===== config.mk =====
export PLATFORM = sky130hd
export DESIGN_NAME = cic_decimator_mc
export DESIGN_NICKNAME = d
export VERILOG_FILES = /design/src/rtl/cic_decimator_mc.sv
export SDC_FILE = /design/constraint.sdc
export NUM_CORES = 2
export LEC_CHECK = 0
export ABC_AREA = 1
export CAP_MARGIN = 20
export CORE_MARGIN = 2
export CORE_UTILIZATION = 55
export DETAILED_ROUTE_END_ITERATION = 10
export GPL_TIMING_DRIVEN = 1
export PLACE_DENSITY = 0.68
export SLEW_MARGIN = 20
export SYNTH_ARGS = -nofsm -noshare
export SYNTH_HDL_FRONTEND = slang
export SYNTH_SLANG_ARGS = --single-unit

===== constraint.sdc =====
create_clock -name clk -period 3.98 [get_ports clk]
set_clock_uncertainty 0.1 [all_clocks]
set_input_delay 0.796 -clock clk [delete_from_list [all_inputs] [get_ports clk]]
set_output_delay 0.796 -clock clk [all_outputs]
set_load 0.02 [all_outputs]

===== src/rtl/cic_decimator_mc.sv =====
`default_nettype none
// ============================================================================
// Module   : cic_decimator_mc
// Brief    : Multi-channel PDM CIC decimator, runtime ratio R = 2^k, with
//            normalised and saturated output. The optional out_sat port is
//            enabled by CIC_DECIMATOR_SAT_STATUS_EN.
// Revision : 1.0 - initial release
// ============================================================================
module cic_decimator_mc #(
    parameter int CHANNELS       = 2,
    parameter int ORDER          = 4,
    parameter int MAX_DECIM_LOG2 = 8,
    parameter int OUT_WIDTH      = 16
) (
    input  logic                          clk,
    input  logic                          rst_n,
    input  logic [CHANNELS-1:0]           pdm_in,
    input  logic                          pdm_valid,
    input  logic [3:0]                    decim_log2,
    output logic [CHANNELS*OUT_WIDTH-1:0] out_data,
    output logic                          out_valid
`ifdef CIC_DECIMATOR_SAT_STATUS_EN
    ,
    output logic [CHANNELS-1:0]           out_sat
`endif
);

    localparam int c_W    = ORDER * MAX_DECIM_LOG2 + 2;
    localparam int c_NMAX = ORDER * MAX_DECIM_LOG2;
    localparam int c_RSH  = c_NMAX + 1 - OUT_WIDTH;
    localparam int c_NW   = OUT_WIDTH + 1;
    localparam int c_SHW  = $clog2(c_NMAX + 1);
    localparam int c_SCW  = $clog2(ORDER + 1);

    localparam logic                        c_ST_SETTLE = 1'b0;
    localparam logic                        c_ST_RUN    = 1'b1;
    localparam logic [c_W-1:0]              c_ONE       = c_W'(1);
    localparam logic [c_W-1:0]              c_MONE      = {c_W{1'b1}};
    localparam logic signed [OUT_WIDTH-1:0] c_OMAX      = {1'b0, {(OUT_WIDTH-1){1'b1}}};
    localparam logic signed [OUT_WIDTH-1:0] c_OMIN      = {1'b1, {(OUT_WIDTH-1){1'b0}}};

    logic [3:0]                w_k_req;
    logic [3:0]                w_k_act;
    logic [3:0]                r_k;
    logic                      r_k_loaded;
    logic [MAX_DECIM_LOG2-1:0] r_cnt;
    logic [MAX_DECIM_LOG2-1:0] w_cnt_last;
    logic                      w_event;
    logic                      w_k_chg;
    logic                      w_pass;
    logic                      r_state;
    logic [c_SCW-1:0]          r_set_cnt;

    logic                      r_dec_vld;
    logic                      r_dec_pass;
    logic [3:0]                r_dec_k;
    logic [ORDER-1:0]          r_cvld;
    logic [ORDER-1:0]          r_cpass;
    logic [3:0]                r_ck [ORDER];
    logic                      r_out_vld;
    logic                      w_out_fire;
    logic [c_SHW-1:0]          w_lsh;

    always_comb begin
        w_k_req = decim_log2;
        if (decim_log2 == 4'd0)
            w_k_req = 4'd1;
        else if (int'(decim_log2) > MAX_DECIM_LOG2)
            w_k_req = 4'(MAX_DECIM_LOG2);
    end

    // Until the first post-reset edge the requested ratio is used directly.
    assign w_k_act = r_k_loaded ? r_k : w_k_req;

    always_comb begin
        w_cnt_last = '0;
        for (int i = 0; i < MAX_DECIM_LOG2; i++)
            w_cnt_last[i] = (i < int'(w_k_act));
    end

    assign w_event = pdm_valid && (r_cnt == w_cnt_last);
    assign w_k_chg = w_event && r_k_loaded && (w_k_req != r_k);
    // A frame that closes on a ratio change is itself the first suppressed output.
    assign w_pass  = w_event && !w_k_chg && (r_state == c_ST_RUN);

    always_ff @(posedge clk or negedge rst_n) begin
        if (!rst_n) begin
            r_k        <= 4'd1;
            r_k_loaded <= 1'b0;
            r_cnt      <= '0;
        end else begin
            if (!r_k_loaded || w_event)
                r_k <= w_k_req;
            r_k_loaded <= 1'b1;
            if (pdm_valid)
                r_cnt <= w_event ? '0 : r_cnt + MAX_DECIM_LOG2'(1);
        end
    end

    always_ff @(posedge clk or negedge rst_n) begin
        if (!rst_n) begin
            r_state   <= c_ST_SETTLE;
            r_set_cnt <= '0;
        end else if (w_event) begin
            if (w_k_chg) begin
                r_state   <= (ORDER <= 1) ? c_ST_RUN : c_ST_SETTLE;
                r_set_cnt <= c_SCW'(1);
            end else if (r_state == c_ST_SETTLE) begin
                if (r_set_cnt == c_SCW'(ORDER - 1))
                    r_state <= c_ST_RUN;
                r_set_cnt <= r_set_cnt + c_SCW'(1);
            end
        end
    end

    // Each result carries its own pass flag and ratio so later changes cannot touch it.
    always_ff @(posedge clk or negedge rst_n) begin
        if (!rst_n) begin
            r_dec_vld  <= 1'b0;
            r_dec_pass <= 1'b0;
            r_dec_k    <= 4'd1;
            r_cvld     <= '0;
            r_cpass    <= '0;
            for (int s = 0; s < ORDER; s++)
                r_ck[s] <= 4'd1;
            r_out_vld  <= 1'b0;
        end else begin
            r_dec_vld  <= w_event;
            r_dec_pass <= w_pass;
            if (w_event)
                r_dec_k <= w_k_act;
            r_cvld[0]  <= r_dec_vld;
            r_cpass[0] <= r_dec_pass;
            r_ck[0]    <= r_dec_k;
            for (int s = 1; s < ORDER; s++) begin
                r_cvld[s]  <= r_cvld[s-1];
                r_cpass[s] <= r_cpass[s-1];
                r_ck[s]    <= r_ck[s-1];
            end
            r_out_vld <= w_out_fire;
        end
    end

    assign w_out_fire = r_cvld[ORDER-1] && r_cpass[ORDER-1];
    assign w_lsh      = c_SHW'(c_NMAX - ORDER * int'(r_ck[ORDER-1]));
    assign out_valid  = r_out_vld;

    for (genvar c = 0; c < CHANNELS; c++) begin : g_ch
        logic [c_W-1:0]              r_int     [ORDER];
        logic [c_W-1:0]              w_int_nxt [ORDER];
        logic [c_W-1:0]              r_cdat    [ORDER];
        logic [c_W-1:0]              r_cdly    [ORDER];
        logic [c_W-1:0]              r_dec;
        logic signed [c_W-1:0]       w_shl;
        logic signed [c_NW-1:0]      w_nrm;
        logic                        w_clip;
        logic signed [OUT_WIDTH-1:0] w_sat;
        logic [OUT_WIDTH-1:0]        r_out;

        // Integrators are pipelined: each stage adds the previous stage's old value.
        always_comb begin
            w_int_nxt[0] = r_int[0] + (pdm_in[c] ? c_ONE : c_MONE);
            for (int s = 1; s < ORDER; s++)
                w_int_nxt[s] = r_int[s] + r_int[s-1];
        end

        always_ff @(posedge clk or negedge rst_n) begin
            if (!rst_n) begin
                for (int s = 0; s < ORDER; s++) begin
                    r_int[s]  <= '0;
                    r_cdat[s] <= '0;
                    r_cdly[s] <= '0;
                end
                r_dec <= '0;
            end else begin
                if (pdm_valid)
                    for (int s = 0; s < ORDER; s++)
                        r_int[s] <= w_int_nxt[s];
                if (w_event)
                    r_dec <= w_int_nxt[ORDER-1];
                if (r_dec_vld) begin
                    r_cdat[0] <= r_dec - r_cdly[0];
                    r_cdly[0] <= r_dec;
                end
                for (int s = 1; s < ORDER; s++) begin
                    if (r_cvld[s-1]) begin
                        r_cdat[s] <= r_cdat[s-1] - r_cdly[s];
                        r_cdly[s] <= r_cdat[s-1];
                    end
                end
            end
        end

        // Scale every ratio up to the full-scale gain, then drop to the output width.
        assign w_shl  = $signed(r_cdat[ORDER-1]) <<< w_lsh;
        assign w_nrm  = c_NW'(w_shl >>> c_RSH);
        assign w_clip = w_nrm[OUT_WIDTH] ^ w_nrm[OUT_WIDTH-1];
        assign w_sat  = w_clip ? (w_nrm[OUT_WIDTH] ? c_OMIN : c_OMAX)
                               : w_nrm[OUT_WIDTH-1:0];

        always_ff @(posedge clk or negedge rst_n) begin
            if (!rst_n)
                r_out <= '0;
            else if (w_out_fire)
                r_out <= w_sat;
        end

        assign out_data[c*OUT_WIDTH +: OUT_WIDTH] = r_out;

`ifdef CIC_DECIMATOR_SAT_STATUS_EN
        logic w_rail;
        logic r_sat;

        // A sample pinned on either rail counts as clipped.
        assign w_rail = (w_sat == c_OMAX) || (w_sat == c_OMIN);

        always_ff @(posedge clk or negedge rst_n) begin
            if (!rst_n)
                r_sat <= 1'b0;
            else if (w_out_fire)
                r_sat <= w_rail;
        end

        assign out_sat[c] = r_sat;
`endif
    end

endmodule
`default_nettype wire


# --- Word-level counts from Yosys, hierarchy flattened ---
# Index checks and enable logic that the tools add are counted.
op_classes:
  n_addsub: 19
  magnitude_cmp: 9
  n_eq_ne: 4
  shifts: 2
  mux: 15
  bitwise_logic: 2
  n_reduce_logical: 11
op_table:
  columns: ["cell", "n"]
  rows:
  - ["adder 34 bit", 8]
  - ["subtractor 34 bit", 8]
  - ["two-way mux 34 bit", 2]
  - ["<<< shifter 34 x 6 -> 34 bit", 2]
  - ["two-way mux 16 bit", 4]
  - ["less-than comparator 3 x 4 -> 1 bit (first input constant)", 4]
  - ["two-way mux 4 bit", 3]
  - ["adder 8 x 1 -> 8 bit (second input constant)", 1]
  - ["== test 8 bit", 1]
  - ["less-than comparator 1 x 4 -> 1 bit (first input constant)", 2]
  - ["less-than comparator 2 x 4 -> 1 bit (first input constant)", 2]
  - ["two-way mux 8 bit", 1]
  - ["logical AND 1 bit", 6]
  - ["two-way mux 3 bit", 2]
  - ["subtractor 6 bit (first input constant)", 1]
  - ["greater-than comparator 4 bit (second input constant)", 1]
  - ["logical NOT 4 bit", 1]
  - ["inequality test 4 bit", 1]
  - ["adder 3 x 1 -> 3 bit (second input constant)", 1]
  - ["== test 3 x 2 -> 1 bit (second input constant)", 1]
  - ["two-way mux 1 bit", 3]
  - ["logical NOT 1 bit", 2]
  - ["inequality test 2 bit (second input constant)", 1]
  - ["AND reduction 2 bit", 1]
  - ["other kinds (2)", 3]
totals:
  ff_bits: 964
  input_bits: 9
  out_inout_bits: 33
  word_cells: 105

# --- Logic depth before layout (Yosys ltp) ---
depth:
  depth_word: 12
  mapped_depth: 18
  mapped_depth_nobuf: 17

# --- Worst setup path before layout ---
# No wires, ideal clock.
synth_timing:
  kind: "input -> register"
  from: "in pdm_in[0]"
  to: "reg g_ch[0].r_int[131] (netlist name)"
  setup_ns: 0.127
  arrival_ns: 2.829
  required_time_ns: 3.753
  slack_ns: 0.924
  path_stages: 10
  path_buffers: 0
  cell_sequence: "inv_1 > ha_1 > a21oi_1 > nand2_1 > a21oi_1 > o21ai_0 > nand3_1 > nand2_1 > o21ai_0 > o21ai_0"
synth_between:
  elab_chain_len: 2
synth_lines:
  columns: ["item", "line_no", "rtl"]
  rows:
  - ["start: declaration", "17", "input logic [CHANNELS-1:0] pdm_in,"]
  - ["two-way mux 34 bit", "162", "w_int_nxt[0] = r_int[0] + (pdm_in[c] ? c_ONE : c_MONE);"]
  - ["adder 34 bit", "162", null]
  - ["end signal: indexed assignment", "178", "r_int[s] <= w_int_nxt[s];"]
  - ["end: declaration", "149", "logic [c_W-1:0] r_int [ORDER];"]
# Every way passes these cells.
# A chain may end at the register's enable or synchronous reset.

# --- Final worst setup path ---
layout_timing:
  from: "reg g_ch[0].r_cdat[34] (netlist name)"
  to: "reg g_ch[0].r_cdat[30] (netlist name)"
layout_between:
  elab_chain_len: 1
layout_lines:
  columns: ["item", "line_no", "rtl"]
  rows:
  - ["start: declaration", "151", "logic [c_W-1:0] r_cdat [ORDER];"]
  - ["start signal: indexed assignment", "187", "r_cdat[s] <= r_cdat[s-1] - r_cdly[s];"]
  - ["subtractor 34 bit", "187", null]
# Every way passes these cells.

==> reports/metrics.cfg <==
[clocking]
ctsRootBufferMaster = clkbuf_16
post_cts.resized_instances = 0
clock_insertion_delay_worst_skew_ps = 740
clkSlewWorstSetupHoldPaths_ps = 60
h-tree-depth = 3
clock_path_buffers = 3
cts_inserted_buffers = 107
clock_sink_count = 964
cts_tree = done

[worst_setup_path]
crit_path_cell_trace = inv_1 -> ha_1 -> fa_1 -> o21ai_0 -> a21boi_0 -> o21ai_0 -> nand3_1 -> nand2_1 -> nand2_1 -> nand3_1 -> nand2_1
worstPathArrival_ps = 3720
critical_path_required_ps = 4490
cell_type_group_with_the_largest_total_delay_on_the_critical_path = compound AO/OA/AOI/OAI gates
critPathBufInv = 1
path_class = reg -> reg
regToRegSetupSlack_ps = 770
most_used_cell_along_the_critical_path = nand2_1
cp_slowest_cell = o21ai_0
path_max_fanout = 4
worstReg2RegEnd = g_ch[0].r_cdat[30]
timing.critical_path.to_type = flop
timing.rr.start = g_ch[0].r_cdat[34]
timing.reg2reg.worst_path_depth = 11
timing.critical_path.from_type = flop
slowest_delay_ps = 620

[global_route]
grt_pass1_vias = 64700
wire_length_of_the_first_global_routing_pass_um = 344000
grt_overflow = 0
grt_use_total = 0.323
grt_antenna_before_repair = 1
grt_start_max_net_pins = 171

[floorplanning]
core_region_area_um2 = 127000
floorplan.initialDensity = 0.553
placementRows = 131
dieHeight_um = 362
num_io_pins = 42
floorplan.die_area_um2 = 131000
die_x_um = 362

[worst_hold_path]
hold_start = r_ck[10]
worst_hold_path.endpoint = r_ck[6]
hold_path_class = reg -> reg
worstHoldPathCells = 0

[logic_synthesis]
syn_inst = 10200
yosysWarningCount = 0
yosysTopAreaCell = dfrtp_1
postSynth.topFlopCell = dfrtp_1
synth_area_per_cell_um2 = 6.90
synth_fp_nets = 10700
postSynthRegisterBits = 964
synth.top_cells.by_area = dfrtp_1 34%, nand2_1 16%, ha_1 9.4%, o21ai_0 7.9%, inv_1 6.6%
post-synth-top-area-fraction = 0.341
synth_enable_flop_cells = 0
post_synthesis_cell_area_um2 = 70400
async_reset_ff_frac = 1.00
synth_cell_type_count = 56
synth-seq-area-share = 0.343

[drt]
drt-pass1-iter-count = 7
remaining_drc_errors = 0
vias = 67500
route.detailed.wl_per_inst_um = 17.9
detail-route-antenna-nets = 0
routed_wl_um = 213000
via_per_inst = 5.65
dr.first_iter.drc_count = 5871

[timing]
grt_setup_unrepaired = no
timing.final.hold_violations = 0
finalSetupTns_ps = 0
final.min_clock_period_ps = 3210
timing.final.setup_violations = 0
max_clock_freq_mhz = 311
max_slew.worst_pin.slew_ps = 1010
timing.final.max_slew_violations = 0
slew-limit-headroom = 0.326
period_utilisation_layout = 0.807

[layout]
drive_gt1_frac = 0.0344
stdcell_area_um2 = 76500
seq_area_um2 = 24100
n_antenna_cell = 0
flow.area_growth_from_synthesis_pct = 8.68
multi_input_area_um2 = 40600
finish.net_count = 10700
n_fill_cell = 12100

[outcome]
status = finished clean

[placed_design]
dpl_cell_area_um2 = 72800
port_buffers = 41
dp.final_hpwl_um = 169000
place.gp.congestion = 0.990

[flow_run]
drv_cap = 0

-- metal layers --
metal / track usage / part of all wire
met3: 0.0426 / 0.059
met2: 0.535 / 0.46
met4: 0.0944 / 0.028
met1: 0.441 / 0.45
met5: 0 / 0
-- state kept, by name, summed over array words and instances, names as in the netlist, 3 cells and up --
name and flops:
g_ch.r_out 32, r_ck 16, r_set_cnt 3, r_dec_k 4, g_ch.r_int 272, r_cpass 4, r_cvld 4, r_cnt 8
g_ch.r_cdat 272, g_ch.r_dec 68, r_k 4, g_ch.r_cdly 272
-- cells by family after synthesis --
kind of cell               after synthesis  synth area share
AOI/OAI and AO/OA                     2134             0.162
xor gates and xnor gates               288            0.0362
adders and majority gates              546            0.0988
buffers and inverters                 1481            0.0801
DFF                                    964             0.343
muxes                                    4          0.000569
other                                    1         0.0000533
and+or+nand+nor                       4776             0.279
-- stage by stage --
| step | worst slack, ps | hold slack [ps] | std cells | util |
|---|---|---|---|---|
| 3_3_place_gp | 248 | 234 | 11700 | 0.572 |
| 4_1_cts | 778 | 250 | 11900 | 0.601 |
| 6_report | 770 | 245 | 11900 | 0.601 |
| 2_1_floorplan | 924 | 231 | 10200 | - |
| 3_5_place_dp | 260 | 239 | 11700 | 0.572 |
| 5_1_grt | 458 | 251 | 11900 | 0.601 |
-- layout make-up --
cell class / count / share of cell area
Multi-Input combinational cell: 7749 / 0.531
Sequential cell: 964 / 0.316
Inverter: 1242 / 0.0611
Clock buffer: 141 / 0.0388
Tap cell: 1662 / 0.0272
Timing Repair Buffer: 126 / 0.0169
Clock inverter: 58 / 0.00924
-- cell usage after synthesis (2+ instances only) --
cell       instances
xnor2_1          137
a21boi_0          29
o221ai_1           2
o22ai_1            8
o211ai_1          43
o21ai_1           13
nand3_1          588
a21boi_1           2
fa_1              16
a31oi_1          102
dfrtp_1          958
buf_4              8
inv_2              8
o21bai_1          65
nand2_1         3018
a21oi_1          668
or2_2             45
buf_1             18
buf_2             21
and2_1            11
a22oi_1           13
nand2_2            7
xor2_1           149
nor3b_1            2
nand4_1          144
nor2_1           780
inv_1           1232
o21ai_0         1114
nand3b_1          52
dfstp_2            6
buf_6              2
clkbuf_1         190
o21a_1            21
nor2_4             3
a32o_1             2
nor4_1            22
nand3_2            3
ha_1             530
nor3_1            94
a21o_1            35
inv_4              2
mux2i_1            4
o2111ai_1         14
-- how the worst max path moves through the flow --
stage,startpoint,end,cells after the start
after global routing,r_ck[0],g_ch[1].r_out[5],10
after global placement,pdm_in[1],g_ch[1].r_int[132],13
final,g_ch[0].r_cdat[34],g_ch[0].r_cdat[30],11
after CTS,r_ck[0],g_ch[1].r_out[12],10
after detailed placement,pdm_in[1],g_ch[1].r_int[132],13
after floorplan,pdm_in[0],g_ch[0].r_int[131],10
-- layout by cell type, fill, tap and decap left out, types with 13 or more instances in the layout --
cell type / n
buf_4: 65
clkinv_2: 14
fa_1: 16
clkbuf_1: 19
a21oi_1: 668
o2111ai_1: 14
nand4_1: 144
a31oi_1: 102
a22oi_1: 13
nor2_1: 780
nand3_1: 588
clkdlybuf4s50_1: 39
buf_12: 19
ha_1: 530
nand2_1: 3018
o21a_1: 21
o211ai_1: 43
o21bai_1: 65
dfrtp_1: 954
o21ai_0: 1114
xor2_1: 149
clkbuf_8: 14
nand3b_1: 52
o21ai_1: 13
a21boi_0: 29
inv_1: 1230
nor3_1: 94
clkbuf_16: 108
nor4_1: 22
clkinvlp_4: 16
xnor2_1: 137
a21o_1: 35
or2_2: 45
-- repair_timing --
item                                   4_1_cts  5_1_grt
buffers inserted                             0        0
hold buffers                                 1        0
endpoints found under the hold margin       30        0
Power is not shown: default switching activity piles up to over one toggle a cycle in this logic, so the estimate is an artifact.
